===== config.mk =====
export PLATFORM = sky130hd
export DESIGN_NAME = at93c46d_responder_flat
export DESIGN_NICKNAME = d
export VERILOG_FILES = /design/src/rtl/at93c46d_responder_if.sv /design/src/rtl/at93c46d_responder.sv /design/src/flat_wrapper.sv
export SDC_FILE = /design/constraint.sdc
export NUM_CORES = 2
export LEC_CHECK = 0
export BUFFER_PORTS_ARGS = -buffer_cell sky130_fd_sc_hd__buf_2
export CORE_AREA = 2 2 317 319
export CTS_CLUSTER_SIZE = 40
export DETAILED_ROUTE_END_ITERATION = 10
export DIE_AREA = 0 0 319 321
export GPL_ROUTABILITY_DRIVEN = 0
export MAX_ROUTING_LAYER = met4
export PLACE_DENSITY_LB_ADDON = 0.12
export SYNTH_ARGS = -nofsm -noshare
export SYNTH_HDL_FRONTEND = slang
export SYNTH_SLANG_ARGS = --single-unit

===== constraint.sdc =====
create_clock -name clk -period 41.7 [get_ports clk]
set_clock_uncertainty 0.2 [all_clocks]
set_input_delay 4.17 -clock clk [delete_from_list [all_inputs] [get_ports clk]]
set_output_delay 4.17 -clock clk [all_outputs]
set_load 0.1 [all_outputs]

===== src/rtl/at93c46d_responder_if.sv =====
// Microwire bus between an EEPROM master and the AT93C46D responder.
// The master drives cs/sclk/din; the responder drives dout and its output enable.
interface at93c46d_responder_if;
    logic cs;
    logic sclk;
    logic din;
    logic dout;
    logic dout_oe;

    modport master (output cs, sclk, din, input dout, dout_oe);
    modport slave  (input cs, sclk, din, output dout, dout_oe);
endinterface


===== src/rtl/at93c46d_responder.sv =====
// AT93C46D (x16, 64 words) Microwire responder: oversamples the serial bus on clk,
// serves READ data and runs self-timed write/erase cycles into an internal array.
//
// state    | meaning
// ---------+--------------------------------------------------------------
// S_IDLE   | waiting for start bit; drives ready/busy status when pending
// S_OPCODE | shifting in the 2 opcode bits
// S_ADDR   | shifting in the address bits, decode on the last one
// S_READ   | shifting array word out on dout, MSB first
// S_DATA   | shifting in the write data word (WRITE / WRAL)
// S_ARMED  | write-class instruction complete, waiting for cs to fall
// S_DONE   | instruction finished; further sclk rises drive 0
module at93c46d_responder #(
    parameter int                    ADDR_WIDTH   = 6,
    parameter int                    DATA_WIDTH   = 16,
    parameter int                    WRITE_CYCLES = 1000,
    parameter logic [DATA_WIDTH-1:0] INIT_WORD    = 16'hFFFF
) (
    input  logic                       clk,
    input  logic                       rst,
    at93c46d_responder_if.slave        bus,
    output logic                       busy,
    output logic                       wr_en
);

    localparam int DEPTH = 1 << ADDR_WIDTH;
    localparam int CNT_W = $clog2((DATA_WIDTH > ADDR_WIDTH) ? DATA_WIDTH : ADDR_WIDTH) + 1;
    localparam int TMR_W = $clog2(WRITE_CYCLES + 1);
    localparam logic [CNT_W-1:0] LAST_ADDR = CNT_W'(ADDR_WIDTH - 1);
    localparam logic [CNT_W-1:0] LAST_DATA = CNT_W'(DATA_WIDTH - 1);

    typedef enum logic [2:0] {
        S_IDLE, S_OPCODE, S_ADDR, S_READ, S_DATA, S_ARMED, S_DONE
    } state_t;

    typedef enum logic [1:0] {
        PK_WRITE, PK_WRAL, PK_ERASE, PK_ERAL
    } prog_t;

    state_t                 state;
    prog_t                  prog_kind;
    logic                   cs_s1, cs_s2, cs_q;
    logic                   sclk_s1, sclk_s2, sclk_q;
    logic                   din_s1, din_s2;
    logic [CNT_W-1:0]       bit_cnt;
    logic [1:0]             opcode;
    logic [ADDR_WIDTH-1:0]  addr;
    logic [DATA_WIDTH-1:0]  shreg;
    logic [TMR_W-1:0]       busy_cnt;
    logic                   status_pend;
    logic                   dout_r;
    logic                   dout_oe_r;
    logic [DATA_WIDTH-1:0]  mem [DEPTH];

    logic                   sclk_rise;
    logic                   cs_fall;
    logic                   busy_nxt;
    logic [ADDR_WIDTH-1:0]  addr_nxt;

    assign sclk_rise = sclk_s2 & ~sclk_q;
    assign cs_fall   = ~cs_s2 & cs_q;
    assign addr_nxt  = {addr[ADDR_WIDTH-2:0], din_s2};
    // busy as it will be after this edge, so the status bit never lags busy
    assign busy_nxt  = busy && (busy_cnt != TMR_W'(1));

    assign bus.dout    = dout_r;
    assign bus.dout_oe = dout_oe_r;

    always_ff @(posedge clk or posedge rst) begin
        if (rst) begin
            cs_s1       <= 1'b0;
            cs_s2       <= 1'b0;
            cs_q        <= 1'b0;
            sclk_s1     <= 1'b0;
            sclk_s2     <= 1'b0;
            sclk_q      <= 1'b0;
            din_s1      <= 1'b0;
            din_s2      <= 1'b0;
            state       <= S_IDLE;
            prog_kind   <= PK_WRITE;
            bit_cnt     <= '0;
            opcode      <= '0;
            addr        <= '0;
            shreg       <= '0;
            busy        <= 1'b0;
            busy_cnt    <= '0;
            wr_en       <= 1'b0;
            status_pend <= 1'b0;
            dout_r      <= 1'b0;
            dout_oe_r   <= 1'b0;
            for (int i = 0; i < DEPTH; i++) mem[i] <= INIT_WORD;
        end else begin
            cs_s1   <= bus.cs;
            cs_s2   <= cs_s1;
            cs_q    <= cs_s2;
            sclk_s1 <= bus.sclk;
            sclk_s2 <= sclk_s1;
            sclk_q  <= sclk_s2;
            din_s1  <= bus.din;
            din_s2  <= din_s1;

            if (busy) begin
                busy_cnt <= busy_cnt - TMR_W'(1);
                busy     <= busy_nxt;
            end

            if (!cs_s2) begin
                state     <= S_IDLE;
                bit_cnt   <= '0;
                dout_r    <= 1'b0;
                dout_oe_r <= 1'b0;
                // Array contents change on the same clk that busy rises.
                if (cs_fall && state == S_ARMED && wr_en && !busy) begin
                    busy        <= 1'b1;
                    busy_cnt    <= TMR_W'(WRITE_CYCLES);
                    status_pend <= 1'b1;
                    case (prog_kind)
                        PK_WRITE: mem[addr] <= shreg;
                        PK_ERASE: mem[addr] <= INIT_WORD;
                        PK_WRAL:  for (int i = 0; i < DEPTH; i++) mem[i] <= shreg;
                        default:  for (int i = 0; i < DEPTH; i++) mem[i] <= INIT_WORD;
                    endcase
                end
            end else begin
                case (state)
                    S_IDLE: begin
                        if (sclk_rise && din_s2) begin
                            state       <= S_OPCODE;
                            bit_cnt     <= '0;
                            status_pend <= 1'b0;
                            dout_r      <= 1'b0;
                            dout_oe_r   <= 1'b0;
                        end else if (status_pend) begin
                            dout_oe_r <= 1'b1;
                            dout_r    <= ~busy_nxt;
                        end
                    end
                    S_OPCODE: begin
                        if (sclk_rise) begin
                            opcode <= {opcode[0], din_s2};
                            if (bit_cnt == CNT_W'(1)) begin
                                state   <= S_ADDR;
                                bit_cnt <= '0;
                            end else begin
                                bit_cnt <= bit_cnt + CNT_W'(1);
                            end
                        end
                    end
                    S_ADDR: begin
                        if (sclk_rise) begin
                            addr <= addr_nxt;
                            if (bit_cnt == LAST_ADDR) begin
                                bit_cnt <= '0;
                                case (opcode)
                                    2'b10: begin
                                        state     <= S_READ;
                                        dout_oe_r <= 1'b1;
                                        dout_r    <= 1'b0;
                                        shreg     <= mem[addr_nxt];
                                    end
                                    2'b01: begin
                                        state     <= S_DATA;
                                        prog_kind <= PK_WRITE;
                                    end
                                    2'b11: begin
                                        state     <= S_ARMED;
                                        prog_kind <= PK_ERASE;
                                    end
                                    default: begin
                                        case (addr_nxt[ADDR_WIDTH-1 -: 2])
                                            2'b01: begin
                                                state     <= S_DATA;
                                                prog_kind <= PK_WRAL;
                                            end
                                            2'b10: begin
                                                state     <= S_ARMED;
                                                prog_kind <= PK_ERAL;
                                            end
                                            2'b11: begin
                                                state <= S_DONE;
                                                wr_en <= 1'b1;
                                            end
                                            default: begin
                                                state <= S_DONE;
                                                wr_en <= 1'b0;
                                            end
                                        endcase
                                    end
                                endcase
                            end else begin
                                bit_cnt <= bit_cnt + CNT_W'(1);
                            end
                        end
                    end
                    S_READ: begin
                        if (sclk_rise) begin
                            dout_r <= shreg[DATA_WIDTH-1];
                            shreg  <= {shreg[DATA_WIDTH-2:0], 1'b0};
                            if (bit_cnt == LAST_DATA) begin
                                state   <= S_DONE;
                                bit_cnt <= '0;
                            end else begin
                                bit_cnt <= bit_cnt + CNT_W'(1);
                            end
                        end
                    end
                    S_DATA: begin
                        if (sclk_rise) begin
                            shreg <= {shreg[DATA_WIDTH-2:0], din_s2};
                            if (bit_cnt == LAST_DATA) begin
                                state   <= S_ARMED;
                                bit_cnt <= '0;
                            end else begin
                                bit_cnt <= bit_cnt + CNT_W'(1);
                            end
                        end
                    end
                    S_DONE: begin
                        if (sclk_rise) dout_r <= 1'b0;
                    end
                    default: ;
                endcase
            end
        end
    end

endmodule


===== src/flat_wrapper.sv =====
// flat-port wrapper written by rule: the top's interface ports become plain ports
module at93c46d_responder_flat 
#(
    parameter int                    ADDR_WIDTH   = 6,
    parameter int                    DATA_WIDTH   = 16,
    parameter int                    WRITE_CYCLES = 1000,
    parameter logic [DATA_WIDTH-1:0] INIT_WORD    = 16'hFFFF
)
  (clk, rst, busy, wr_en, bus_cs, bus_sclk, bus_din, bus_dout, bus_dout_oe);
  at93c46d_responder_if bus_i ();
  input  logic clk;
  input  logic rst;
  output logic busy;
  output logic wr_en;
  input wire logic [$bits(bus_i.cs)-1:0] bus_cs;
  input wire logic [$bits(bus_i.sclk)-1:0] bus_sclk;
  input wire logic [$bits(bus_i.din)-1:0] bus_din;
  output wire logic [$bits(bus_i.dout)-1:0] bus_dout;
  output wire logic [$bits(bus_i.dout_oe)-1:0] bus_dout_oe;
  assign bus_i.cs = bus_cs;
  assign bus_i.sclk = bus_sclk;
  assign bus_i.din = bus_din;
  assign bus_dout = bus_i.dout;
  assign bus_dout_oe = bus_i.dout_oe;
  at93c46d_responder #(.ADDR_WIDTH(ADDR_WIDTH), .DATA_WIDTH(DATA_WIDTH), .WRITE_CYCLES(WRITE_CYCLES), .INIT_WORD(INIT_WORD)) u_core (.clk(clk), .rst(rst), .bus(bus_i), .busy(busy), .wr_en(wr_en));
endmodule

==> results.json <==
{
  "htreeDepth": 3,
  "critPathTopFamily": "buffers and inverters",
  "chipWidth_um": 319,
  "drt-met1-wl_um": 63700,
  "drive_above_1_share_pct": 36.7,
  "dpl.hpwl_um": 81700,
  "finalInstanceArea_um2": 54100,
  "first_global_vias": 33725,
  "outcome": "finished with violations",
  "ys_ff_latch": 1081,
  "synth.area.mux_share_pct": 12.6,
  "final_hold_viol_count": 0,
  "cts-buffers-inserted": 114,
  "core_area_um2": 99300,
  "synth_area_per_cell_um2": 10.7,
  "grt_overflow_total": 0,
  "startpoint_type": "primary input",
  "track_usage_pct": 28.5,
  "seq_area_um2": 28300,
  "slew_violations": 0,
  "drt-initial-drc-count": 2997,
  "port_buffers": 8,
  "clockBufferDepth": 3,
  "worstSetupPathType": "primary input to asynchronous set/reset pin",
  "cts_tree": "done",
  "via_per_inst": 5.89,
  "synthCells": 4593,
  "antenna_found_initial": 1,
  "combPwrFrac_pct": 11.9,
  "worst_pin_slew_ns": 1.42,
  "wl_per_cell_um": 24.2,
  "mostFrequentLayoutCells": "a21oi_1, nor2_1, dfstp_2",
  "synth_top_family_by_area": "compound AO/OA/AOI/OAI gates",
  "drc": 0,
  "dr_wl_met2_um": 64800,
  "swShare_pct": 27.9,
  "final_cells": 5793,
  "slew_headroom_pct": 3.00,
  "min_period_ns": 6.87,
  "ys_seq_area_share_pct": 57.5,
  "final_util_pct": 54.5,
  "die_h_um": 321,
  "ir_drop_mv": 0.0368,
  "num_rows": 116,
  "worstPathArrival_ns": 7.38,
  "path_cells": "buf_2 -> inv_8 -> buf_12 -> buf_4 -> buf_12",
  "synth_xor_area_share_pct": 0.124,
  "internal-power_w": 0.00176,
  "violations": "capacitance limit",
  "vias": 34107,
  "yosysWarnings": 0,
  "setup_tns_ns": 0,
  "dp_cells": 5579,
  "multi_input_area_um2": 19300,
  "ctsHoldBuffers": 0,
  "synth_flop_cell": "dfstp_2",
  "cts_repair_resize_count": 0,
  "fmax_ghz": 0.146,
  "synth_cell_types": 73,
  "endpoint_kind": "asynchronous set/reset pin",
  "synth_compound_area_share_pct": 14.5,
  "boundaryPins": 9,
  "hp-class": "flop to flop",
  "rsz0062_at_grt": "false",
  "grt_max_degree": 155,
  "critPathBufInv": 5,
  "netlist_area_um2": 49300,
  "synth_fa_ha_area_share_pct": 0.228,
  "synthArstFlopShare_pct": 100,
  "seqPwrFrac_pct": 44.8,
  "diodes": 0,
  "die_area_um2": 102000,
  "max_stage_delay_ns": 0.81,
  "nFillCells": 8721,
  "clk_pin_slew_ns": 0.06,
  "start_util_pct": 49.7,
  "post_cts_buffers": 0,
  "top_layer": "met4",
  "fin_nets": 4411,
  "required_ns": 42.21,
  "dpl-instance-area_um2": 50200,
  "yosys.area_share.simple_pct": 10.9,
  "clock_latency_ns": 0.71,
  "grt_first_pass_wirelength_um": 215000,
  "slowest_stage": "buf_4",
  "final_common_cell": "a21oi_1",
  "period_share_pct": 16.5,
  "setup_viol": 0,
  "clkPwrFrac_pct": 43.3,
  "ant_nets": 0,
  "routed_wl_um": 140000,
  "area_growth_syn_to_layout_pct": 9.81,
  "power.leakage_nw": 20.5,
  "wl_met3_um": 7930,
  "power.density_nw_per_um2": 45.0,
  "cap_violations": 1,
  "synth_fp_nets": 4607,
  "synth-edff-count": 0,
  "switchingPower_w": 0.000679,
  "clock-sinks": 1081,
  "drtPass1Iterations": 8,
  "critPathMaxFanout": 154,
  "cts-root-buf": "clkbuf_16",
  "crit_top_cell": "buf_12"
}
[metal layers]
metal | GRT usage [%] | vias to the layer above
met5 | - | -
met1 | 40.7 | 17273
li1 | - | 15642
met2 | 43.3 | 977
met3 | 3.50 | 215
met4 | 7.99 | 0
[worst paths after layout]
kind,from,to,slack [ns],depth (start not counted)
worst max-delay path,rst,u_core.shreg[12]$_DFFE_PP0P_,34.83,5
worst min-delay path,u_core.cs_s1$_DFF_PP0_,u_core.cs_s2$_DFF_PP0_,0.17,0
worst max register to register,u_core.din_s2$_DFF_PP0_,u_core.shreg[13]$_DFFE_PP0P_,35.78,10
worst min register to register,u_core.cs_s1$_DFF_PP0_,u_core.cs_s2$_DFF_PP0_,0.17,0
max in group clk,u_core.busy$_DFF_PP0_,busy,35.71,1
min in group asynchronous,rst,u_core.din_s1$_DFF_PP0_,3.58,2
[final cells by class]
type	count	share of cell area, %
Clock buffer	172	6.29
Clock inverter	42	0.950
Inverter	13	0.104
Multi-Input combinational cell	3072	35.7
Sequential cell	1081	52.4
Tap cell	1298	3.00
Timing Repair Buffer	115	1.63
[registers in the layout, indices dropped and copies added (netlist names), 2 cells and up]
| name | flops |
|---|---|
| u_core.opcode | 2 |
| u_core.mem | 1024 |
| u_core.addr | 6 |
| u_core.prog_kind | 2 |
| u_core.shreg | 16 |
| u_core.busy_cnt | 10 |
| u_core.state | 3 |
| u_core.bit_cnt | 5 |
[Yosys cell counts (7+ instances only)]
library cell	number	share of area, %
nand2_1	90	0.69
nor3_1	19	0.19
buf_6	17	0.39
nor2b_1	7	0.089
a221oi_1	10	0.18
or3_1	7	0.089
buf_1	13	0.099
o221ai_1	21	0.37
mux2_2	28	0.64
nand3_1	22	0.22
a2111oi_0	12	0.21
nand2b_1	9	0.11
mux2i_1	158	3.2
a211oi_1	7	0.11
o22ai_1	47	0.60
a22o_1	8	0.14
nand3b_1	8	0.12
buf_2	147	1.5
inv_1	12	0.091
nor2_1	1141	8.7
o21ai_0	31	0.31
a21oi_1	1127	11
ha_1	9	0.23
dfstp_2	1024	55
a31oi_1	7	0.089
mux4_2	192	8.8
buf_4	25	0.38
dfrtp_1	57	2.9
clkbuf_1	225	1.7
nor4_1	12	0.15
[cells by family after synthesis]
kind of cell,count (synthesis)
muxes,378
adders and majority gates,9
xor gates and xnor gates,7
buffers and inverters,440
DFF,1081
and+or+nand+nor,1350
AOI/OAI and AO/OA,1328
[power groups by stage]
stage	sequential, W	combinational, W	clock (W)
2_1_floorplan	0.00108	0.000192	0
3_3_place_gp	0.00111	0.000288	0
3_5_place_dp	0.00111	0.000288	0
4_1_cts	0.00109	0.000289	0.00107
5_1_grt	0.00109	0.000303	0.00112
6_report	0.00109	0.000290	0.00105
[worst register-to-register path, cell delays in order, from the launching register on]
cell      delay (ns)
dfrtp_4         0.74
buf_4           0.71
buf_4           0.71
buf_4           0.75
buf_4           0.86
mux4_2          0.61
a22o_1          0.24
nor4_1          0.44
a21oi_1         0.24
o21ai_0         0.21
a211oi_1        0.09
[stage by stage]
stage                     worst slack [ns]  hold WS, ns  power (W)
final                                34.83        0.166    0.00244
after global placement               34.02        0.146    0.00139
after floorplan                       8.59        0.131    0.00127
after global routing                 34.33        0.180    0.00251
after detailed placement             34.05        0.137    0.00139
after CTS                            34.78        0.170    0.00245
Power figures use the tool's default switching activity.
